<file path="src/rtl/scorpion_teaser.sv">
`default_nettype none
// ============================================================================
// Module   : scorpion_teaser
// Brief    : Drives the danger input of a scorpion FSM. Each run approaches the
//            scorpion, pokes it, watches the reply and then either pokes again,
//            flees or aborts. It counts pokes and retreats and flags when the
//            scorpion attacked (stung) or the run was aborted (err).
// Revision : 1.0  - first release
// ----------------------------------------------------------------------------
// Ports
//   clk            in   1  system clock, rising edge
//   reset          in   1  synchronous active-high reset
//   start          in   1  start a run (only looked at in IDLE or DONE)
//   scorpion_state in   4  state code reported by the scorpion FSM
//   danger         out  1  poke stimulus, high only in POKE
//   busy           out  1  high in every state except IDLE and DONE
//   done           out  1  high while in DONE
//   stung          out  1  scorpion attacked after a poke in this run
//   err            out  1  run aborted on timeout or unexpected code
//   poke_count     out  4  pokes issued in this run (saturates at 15)
//   retreat_count  out  4  retreats seen in this run (saturates at 15)
// ============================================================================
module scorpion_teaser #(
    parameter int TICK_CYCLES   = 50000000,
    parameter int TIMEOUT_TICKS = 8,
    parameter int MAX_POKES     = 3
) (
    input  logic       clk,
    input  logic       reset,
    input  logic       start,
    input  logic [3:0] scorpion_state,
    output logic       danger,
    output logic       busy,
    output logic       done,
    output logic       stung,
    output logic       err,
    output logic [3:0] poke_count,
    output logic [3:0] retreat_count
);

    localparam int c_CYC_W  = (TICK_CYCLES > 1) ? $clog2(TICK_CYCLES) : 1;
    localparam int c_TICK_W = (TIMEOUT_TICKS > 0) ? $clog2(TIMEOUT_TICKS + 1) : 1;

    localparam logic [c_CYC_W-1:0]  c_CYC_LAST    = c_CYC_W'(TICK_CYCLES - 1);
    localparam logic [c_TICK_W-1:0] c_TICK_LIMIT  = c_TICK_W'(TIMEOUT_TICKS);
    localparam logic [3:0]          c_COUNT_MAX   = 4'hF;

    typedef enum logic [2:0] {
        ST_IDLE     = 3'd0,
        ST_APPROACH = 3'd1,
        ST_POKE     = 3'd2,
        ST_OBSERVE  = 3'd3,
        ST_FLEE     = 3'd4,
        ST_DONE     = 3'd5
    } state_t;

    state_t              r_state;
    state_t              w_state_next;
    logic [c_CYC_W-1:0]  r_cycle_cnt;
    logic [c_TICK_W-1:0] r_tick_cnt;
    logic                r_stung;
    logic                r_err;
    logic [3:0]          r_poke_count;
    logic [3:0]          r_retreat_count;

    logic w_tick;
    logic w_timeout;
    logic w_is_sensor;
    logic w_is_retreat;
    logic w_is_attack;
    logic w_is_home;
    logic w_run_start;
    logic w_poke_inc;
    logic w_retreat_inc;
    logic w_set_stung;
    logic w_set_err;

    // Scorpion code classes; anything not listed is treated as "other".
    assign w_is_sensor  = (scorpion_state == 4'b0000) ||
                          (scorpion_state == 4'b0011) ||
                          (scorpion_state == 4'b0110);
    assign w_is_retreat = (scorpion_state == 4'b0001) ||
                          (scorpion_state == 4'b0100);
    assign w_is_attack  = (scorpion_state == 4'b0111);
    assign w_is_home    = (scorpion_state == 4'b0000);

    assign w_tick    = (r_cycle_cnt == c_CYC_LAST);
    assign w_timeout = (r_tick_cnt == c_TICK_LIMIT);

    // Next-state and event decode. Code checks are tested before the timeout
    // so a valid reply on the last allowed cycle still wins.
    always_comb begin
        w_state_next  = r_state;
        w_run_start   = 1'b0;
        w_poke_inc    = 1'b0;
        w_retreat_inc = 1'b0;
        w_set_stung   = 1'b0;
        w_set_err     = 1'b0;
        case (r_state)
            ST_IDLE, ST_DONE: begin
                if (start) begin
                    w_state_next = ST_APPROACH;
                    w_run_start  = 1'b1;
                end
            end
            ST_APPROACH: begin
                if (w_is_sensor) begin
                    w_state_next = ST_POKE;
                    w_poke_inc   = 1'b1;
                end else if (w_timeout) begin
                    w_state_next = ST_DONE;
                    w_set_err    = 1'b1;
                end
            end
            ST_POKE: begin
                if (!w_is_sensor) begin
                    w_state_next = ST_OBSERVE;
                end else if (w_timeout) begin
                    w_state_next = ST_DONE;
                    w_set_err    = 1'b1;
                end
            end
            ST_OBSERVE: begin
                // Always resolved in a single cycle.
                if (w_is_retreat) begin
                    w_retreat_inc = 1'b1;
                    if (int'(r_poke_count) < MAX_POKES) begin
                        w_state_next = ST_APPROACH;
                    end else begin
                        w_state_next = ST_DONE;
                    end
                end else if (w_is_attack) begin
                    w_set_stung  = 1'b1;
                    w_state_next = ST_FLEE;
                end else begin
                    w_state_next = ST_DONE;
                    w_set_err    = 1'b1;
                end
            end
            ST_FLEE: begin
                if (w_is_home) begin
                    w_state_next = ST_DONE;
                end else if (w_timeout) begin
                    w_state_next = ST_DONE;
                    w_set_err    = 1'b1;
                end
            end
            default: begin
                w_state_next = ST_IDLE;
            end
        endcase
    end

    always_ff @(posedge clk) begin
        if (reset) begin
            r_state         <= ST_IDLE;
            r_cycle_cnt     <= '0;
            r_tick_cnt      <= '0;
            r_stung         <= 1'b0;
            r_err           <= 1'b0;
            r_poke_count    <= '0;
            r_retreat_count <= '0;
        end else begin
            r_state <= w_state_next;

            // Timer restarts on every state change so each state gets a full
            // timeout window measured from its entry.
            if (w_state_next != r_state) begin
                r_cycle_cnt <= '0;
                r_tick_cnt  <= '0;
            end else begin
                if (w_tick) begin
                    r_cycle_cnt <= '0;
                end else begin
                    r_cycle_cnt <= r_cycle_cnt + c_CYC_W'(1);
                end
                // Tick count stops at the limit rather than wrapping.
                if (w_tick && !w_timeout) begin
                    r_tick_cnt <= r_tick_cnt + c_TICK_W'(1);
                end
            end

            if (w_run_start) begin
                r_stung         <= 1'b0;
                r_err           <= 1'b0;
                r_poke_count    <= '0;
                r_retreat_count <= '0;
            end else begin
                if (w_poke_inc && (r_poke_count != c_COUNT_MAX)) begin
                    r_poke_count <= r_poke_count + 4'd1;
                end
                if (w_retreat_inc && (r_retreat_count != c_COUNT_MAX)) begin
                    r_retreat_count <= r_retreat_count + 4'd1;
                end
                if (w_set_stung) begin
                    r_stung <= 1'b1;
                end
                if (w_set_err) begin
                    r_err <= 1'b1;
                end
            end
        end
    end

    // Moore outputs decoded from the state register only.
    assign danger        = (r_state == ST_POKE);
    assign busy          = (r_state != ST_IDLE) && (r_state != ST_DONE);
    assign done          = (r_state == ST_DONE);
    assign stung         = r_stung;
    assign err           = r_err;
    assign poke_count    = r_poke_count;
    assign retreat_count = r_retreat_count;

endmodule
`default_nettype wire

</file>
<file path="config.mk">
export PLATFORM = sky130hd
export DESIGN_NAME = scorpion_teaser
export DESIGN_NICKNAME = d
export VERILOG_FILES = /design/src/rtl/scorpion_teaser.sv
export SDC_FILE = /design/constraint.sdc
export NUM_CORES = 1
export LEC_CHECK = 0
export CAP_MARGIN = 20
export CORE_ASPECT_RATIO = 2
export CORE_MARGIN = 4
export CORE_UTILIZATION = 51
export CTS_CLUSTER_SIZE = 16
export DETAILED_ROUTE_END_ITERATION = 7
export GPL_TIMING_DRIVEN = 0
export MAX_ROUTING_LAYER = met4
export PLACE_DENSITY = 0.76
export SETUP_SLACK_MARGIN = 0.02
export SYNTH_ARGS = -nofsm -noshare
export SYNTH_HDL_FRONTEND = slang
export SYNTH_SLANG_ARGS = --single-unit
</file>
<file path="constraint.sdc">
create_clock -name clk -period 1.97 [get_ports clk]
set_input_delay 0.394 -clock clk [delete_from_list [all_inputs] [get_ports clk]]
set_output_delay 0.394 -clock clk [all_outputs]
set_load 0.005 [all_outputs]
</file>
==> summary.txt <==
Clock network
  • CTS tree: built
  • Htree depth: 2
  • Num CTS Buffers: 5
  • Skew-Pair Late Insertion Delay: slightly below 0.3 ns
  • CTS root buffer: clkbuf_8
  • Maximum buffer depth of the clock tree: 2
  • Clk sinks: between 40 and 50
  • Worst-path clk slew: about 0.08 ns

Final layout
  • Reg area: a little under 900 sq um
  • Final instance area: roughly 3200 sq um
  • Layout cell share with drive strength beyond 1: a little under a third
  • Area of the multi-input gates: around 1700 sq um
  • Fin util: 73.5%
  • Area Growth Syn to Fin: 39.8%
  • Fill cell count: 323
  • Antenna diodes: 0
  • Nets: ~320
  • Non-filler cells in the finished layout: ~370

Logic synthesis
  • Synthesized instance count: approximately 270
  • Post-synth cell types: 44
  • Seq cells post-synth: 43
  • Syn_nets: 279
  • Ys Warns: 0
  • Sequential-to-total area share from yosys stat: 38.1%
  • Asr flop ratio synth: 0%
  • EDFF count, synth: 0
  • Synth Cell Area: between 2000 and 2500 sq um
  • Main synth FF type: dfxtp_1
  • Avg Inst Size Synth: approximately 8.5 sq um

Placed design
  • DP HPWL: slightly below 4 mm
  • RePlAce Congestion: about 0.88
  • Dpl cells: 340
  • PortBufs: 19
  • Placement Cell Area: around 2500 sq um
  • Pre-CTS setup slack: -0.781 ns

Routing
  • Starting DRT DRC Count: 59
  • Overall routed net length: 6.16 mm
  • Number of remaining DRC errors: 0
  • Drt pass-1 iters: 4
  • Routed WL per cell: 16.9 um
  • Post-DRT Antenna Nets: 0
  • Vias: 2199
  • DR vias/cell: 6.02

GRT
  • Total GRT Usage: a little under a quarter
  • Vias in the first global route: about 2200
  • First-pass GRT wire length: between 9 and 10 mm
  • Initial antenna violation count: 0
  • Total grt overflow: 0
  • Largest net degree at the start of global routing: 14

Power and ir drop
  • Psw: 0.465 mW
  • Power share of the combinational group: between 10% and 20%
  • Pint: between 1 and 1.5 mW
  • Lkg Pwr: about 1 nW
  • VDD IR max: between 0.6 and 0.7 mV
  • PD cells: between 500 and 600 nW/um^2
  • Total power: between 1.5 and 2 mW
  • Clock power frac: around a third
  • Part of the power in registers: between 50% and 60%
  • Sw Share: between 20% and 30%

STA
  • Clock skew: 0.0134 ns
  • Worst Hold Margin: approximately 0.47 ns
  • Final setup slack of the worst path: -0.120 ns
  • Worst Tran Pin Value: 0.522 ns
  • Max-slew headroom: 65.2%
  • Minimum clock period after layout: about 2.1 ns
  • Fin. Hold Viols: 0
  • Final Max Slew Viols: 0
  • Final setup viols: 30
  • Setup TNS: -1.52 ns
  • RSZ-0062 raised after global routing: yes
  • Fmax: about 480 MHz
  • Final period util: 106%

Status
  • Status: finished with violations
  • Violated checks: negative setup slack

Setup path
  • Critical Path AT: about 2.3 ns
  • CP max stage delay: about 0.38 ns
  • CP bufs+invs: 2
  • Setup crit end kind: flip-flop
  • CP top delay family: compound AO/OA/AOI/OAI gates
  • Largest fanout on the critical path: 7
  • Crit Path Category: reg -> reg
  • Critical path cell sequence: inv_2 > ha_4 > and3b_2 > and2_4 > a2111oi_4 > o2111ai_4 > buf_6 > nor3b_2
  • CP Launch Type: flip-flop
  • Slowest stage cell, crit path: a2111oi_4
  • Data required, critical path: around 2.2 ns

Hold path
  • Hold/Removal Path Class: reg -> reg

Floorplan
  • Die height: between 100 and 150 um
  • Die Wd: approximately 55 um
  • Starting Density: between 50% and 60%
  • Die area: approximately 5600 sq um
  • I/O pin count: 20
  • Core ar.: about 4300 sq um
  • # rows: 34

Run
  • Max cap viols: 0
[synthesized netlist by cell type (3+ instances only)]
library cell	n	area share, %
dfxtp_1	43	38
buf_2	3	0.66
nor2_1	33	5.5
nand4_1	6	1.7
nand3b_1	3	1.0
or3_1	3	0.83
o21ai_0	3	0.66
ha_1	5	2.8
a221oi_1	3	1.2
mux2i_1	4	1.8
nand2b_1	3	0.83
xnor2_1	23	8.9
a21oi_1	11	2.4
nor2b_1	3	0.83
nand3_1	15	3.3
nor4_1	6	1.7
inv_1	8	1.3
nor3_1	30	6.6
clkbuf_1	7	1.2
and4_1	5	1.9
nand2_1	13	2.2
xor2_1	9	3.5
[power by group through the flow]
stage	Sequential [mW]	Clock, mW	Combinational [mW]
finish	0.889	0.552	0.256
detailed placement	0.907	0	0.158
global placement	0.906	0	0.158
floorplan	0.905	0	0.0992
CTS	0.888	0.567	0.230
global route	0.891	0.606	0.272
[layout make-up]
type	count	area share (%)
clock buffer	6	2.30
timing repair buffer	37	10.7
inverter	8	0.951
sequential	43	27.5
tap	54	2.14
clock inverter	2	0.396
multi-input combinational	206	53.1
buffer	9	2.93
[layer usage]
metal	share of wire [%]	GRT usage [%]	up-vias
met1	34	18.7	1049
met2	57	44.1	69
met3	3.5	5.69	33
met5	0	-	-
met4	5.4	16.7	0
li1	-	-	1048
[placed cells by master, fill, tap and decap left out, types with 4 or more instances in the layout]
master / n
xnor2_1: 22
xor2_1: 8
nand3_1: 14
and4_1: 4
dfxtp_1: 38
nor2_2: 5
dfxtp_2: 4
buf_6: 6
nor2_1: 23
clkdlybuf4s50_1: 12
nor3_4: 5
buf_4: 15
nor4_1: 5
a21oi_1: 10
nand4_1: 6
clkbuf_8: 6
nor3_2: 11
inv_1: 6
nor3_1: 14
nor2_4: 5
nand2_1: 13
[worst reg2reg max path, stage by stage (launching register included)]
cell and delay, ns:
dfxtp_2 0.35, inv_2 0.05, ha_4 0.15, and3b_2 0.26, and2_4 0.18, a2111oi_4 0.38
o2111ai_4 0.27, buf_6 0.23, nor3b_2 0.14
[flip-flops by register name (all words and copies together), names as in the netlist]
| name | flops |
|---|---|
| r_cycle_cnt | 26 |
| poke_count | 4 |
| r_tick_cnt | 4 |
| retreat_count | 4 |
| r_state | 3 |
| err | 1 |
| stung | 1 |
[final timing paths]
| check | from | endpoint | slack [ns] | depth (start not counted) |
|---|---|---|---|---|
| max reg2reg | r_tick_cnt[0] | r_cycle_cnt[1] | -0.12 | 8 |
| max | r_tick_cnt[0] | r_cycle_cnt[1] | -0.12 | 8 |
| min | r_cycle_cnt[0] | r_cycle_cnt[0] | 0.47 | 1 |
| min reg2reg | r_cycle_cnt[0] | r_cycle_cnt[0] | 0.47 | 1 |
[logic make-up (layout without fill, tap and decap cells)]
| group | after synthesis | after routing | share of synthesized area [%] |
|---|---|---|---|
| compound gates | 33 | 33 | 10.7 |
| xor+xnor | 32 | 32 | 12.4 |
| fa+ha+maj | 5 | 5 | 2.77 |
| buf+inv | 18 | 62 | 3.16 |
| flops | 43 | 43 | 38.1 |
| mux | 4 | 4 | 1.77 |
| simple gates | 132 | 132 | 31.0 |
[what timing repair did]
| item | in CTS | in global routing |
|---|---|---|
| gates resized for setup | 76 | 32 |
| endpoints found under the setup margin | 44 | 33 |
| hold buffers | 0 | 0 |
| pin swaps | 34 | 5 |
| buffers inserted | 8 | 7 |
| cloned | 3 | 0 |
Power figures use the tool's default switching activity.
==> edit (config.mk and constraints unchanged) <==
Change the parameter `TICK_CYCLES` from 50000000 to 25000000.
--- a/src/rtl/scorpion_teaser.sv
+++ b/src/rtl/scorpion_teaser.sv
@@ -21,7 +21,7 @@
 //   retreat_count  out  4  retreats seen in this run (saturates at 15)
 // ============================================================================
 module scorpion_teaser #(
-    parameter int TICK_CYCLES   = 50000000,
+    parameter int TICK_CYCLES   = 25000000,
     parameter int TIMEOUT_TICKS = 8,
     parameter int MAX_POKES     = 3
 ) (
Behaviour: no difference found for any inputs over 10 cycles, from zero or initial values and one cycle with reset high; that may be too few to reach the edited logic, so the function may still have changed.
==> edit against the unedited design <==
The run still ends with negative setup slack left. First-iteration DRC count increased by 20%. Non-clock buffer count increased by 7. Synthesized area decreased by 2.8%. Worst setup slack improved by 65 ps. Clock power decreased by 3%. Clock skew decreased by 0.77 ps. Design area decreased by 4.0%. Wire length decreased by 0.26%. Sequential cell count decreased by 1. Total power decreased by 0.13%. Sequential share of layout area increased by 0.97 points.
==> edit: results (changes against the unedited design) <==
Routing
  – Metal2 WL: 3460 um (was 3520 um)
  – Iteration-0 DRC Markers: 71 (was 59)
  – Wire per inst: 16.8 um (was 16.9 um)

Yosys
  – Syn Area/Cell: 8.29 um^2 (was 8.46 um^2)
  – Post-Synth XOR/XNOR Area: 11.2% (was 12.4%)
  – Adder-cell share of the synthesized area: 2.85% (was 2.77%)
  – Top post-synthesis cells by area: dfxtp_1 (38%), nor3_1 (5.7%), xnor2_1 (5.6%), xor2_1 (5.6%), nor2_1 (5.0%) (was dfxtp_1 (38%), xnor2_1 (8.9%), nor3_1 (6.6%), nor2_1 (5.5%), xor2_1 (3.5%))

GRT
  – Met2 Track Usage GR: 42.8% (was 44.1%)
  – First-pass GRT wire length: 9250 um (was 9610 um)
  – Largest net degree at the start of global routing: 13 (was 14)
  – GR Util met3: 4.00% (was 5.69%)
  – Total GRT Usage: 23.3% (was 23.9%)

STA
  – Endpoints failing setup: 10 (was 30)
  – Final worst setup slack: -55.2 ps (was -120 ps)
  – Clock Skew: 12.6 ps (was 13.4 ps)

Pwr
  – Peak VDD IR: 0.000667 V (was 0.000646 V)
  – Clk power: 536 uW (was 552 uW)
  – Sw frac: 26.9% (was 27.4%)

Finish
  – Max FFs per register: 25 (was 26)
  – Fill count: 301 (was 323)
  – Layout cell share with drive strength beyond 1: 30.3% (was 31.2%)

Placed design
  – Hpwl dp: 3780 um (was 3890 um)
  – Post-place setup slack: -766 ps (was -781 ps)

Setup path
  – FF-to-FF path depth: 10 (was 8)

Status
  – Status: complete, but fails checks (unchanged)
  – Violated checks: negative setup slack (unchanged)
==> edit: cell types whose count changed in the layout (fill, tap and decap cells not counted), moves of 5 or more <==
cell     change
nor2_4       -5
xor2_1       +6
buf_4        +7
dfxtp_1      -9
xnor2_1      -8
dfxtp_2      +6
nand2_1      +6
nor3_2       -8
==> edit: how the worst max path moves through the flow <==
| stage | endpoint | start | cells past startpoint | slack (ps) |
|---|---|---|---|---|
| 2_1_floorplan | r_cycle_cnt[23]$_SDFF_PP0_ | scorpion_state[1] | 8 | -110 |
| 3_3_place_gp | r_cycle_cnt[6]$_SDFF_PP0_ | scorpion_state[0] | 8 | -770 |
| 3_5_place_dp | r_cycle_cnt[5]$_SDFF_PP0_ | scorpion_state[0] | 8 | -770 |
| 4_1_cts | r_cycle_cnt[12]$_SDFF_PP0_ | scorpion_state[3] | 9 | -30 |
| 5_1_grt | r_cycle_cnt[20]$_SDFF_PP0_ | r_tick_cnt[0]$_SDFFE_PP0P_ | 10 | -120 |
| 6_report | r_cycle_cnt[20]$_SDFF_PP0_ | r_tick_cnt[1]$_SDFFE_PP0P_ | 10 | -60 |
==> edit: per-stage QoR <==
| stage | power, mW | TNS [ps] | utilization (%) | instances |
|---|---|---|---|---|
| floorplan | 1.01 | -1810 | - | 265 |
| global placement | 1.07 | -25760 | 59.8 | 336 |
| detailed placement | 1.07 | -25920 | 59.8 | 336 |
| CTS | 1.67 | -220 | 68.1 | 355 |
| global route | 1.76 | -788 | 73.4 | 366 |
| finish | 1.69 | -314 | 73.4 | 366 |
==> edit: area by class of cell <==
type,instances,area share (%)
Buffer,9,2.97
Clock buffer,5,2.27
Clock inverter,2,0.330
Inverter,6,0.908
Multi-Input combinational cell,206,48.9
Sequential cell,42,28.5
Tap cell,52,2.15
Timing Repair Buffer,44,13.9
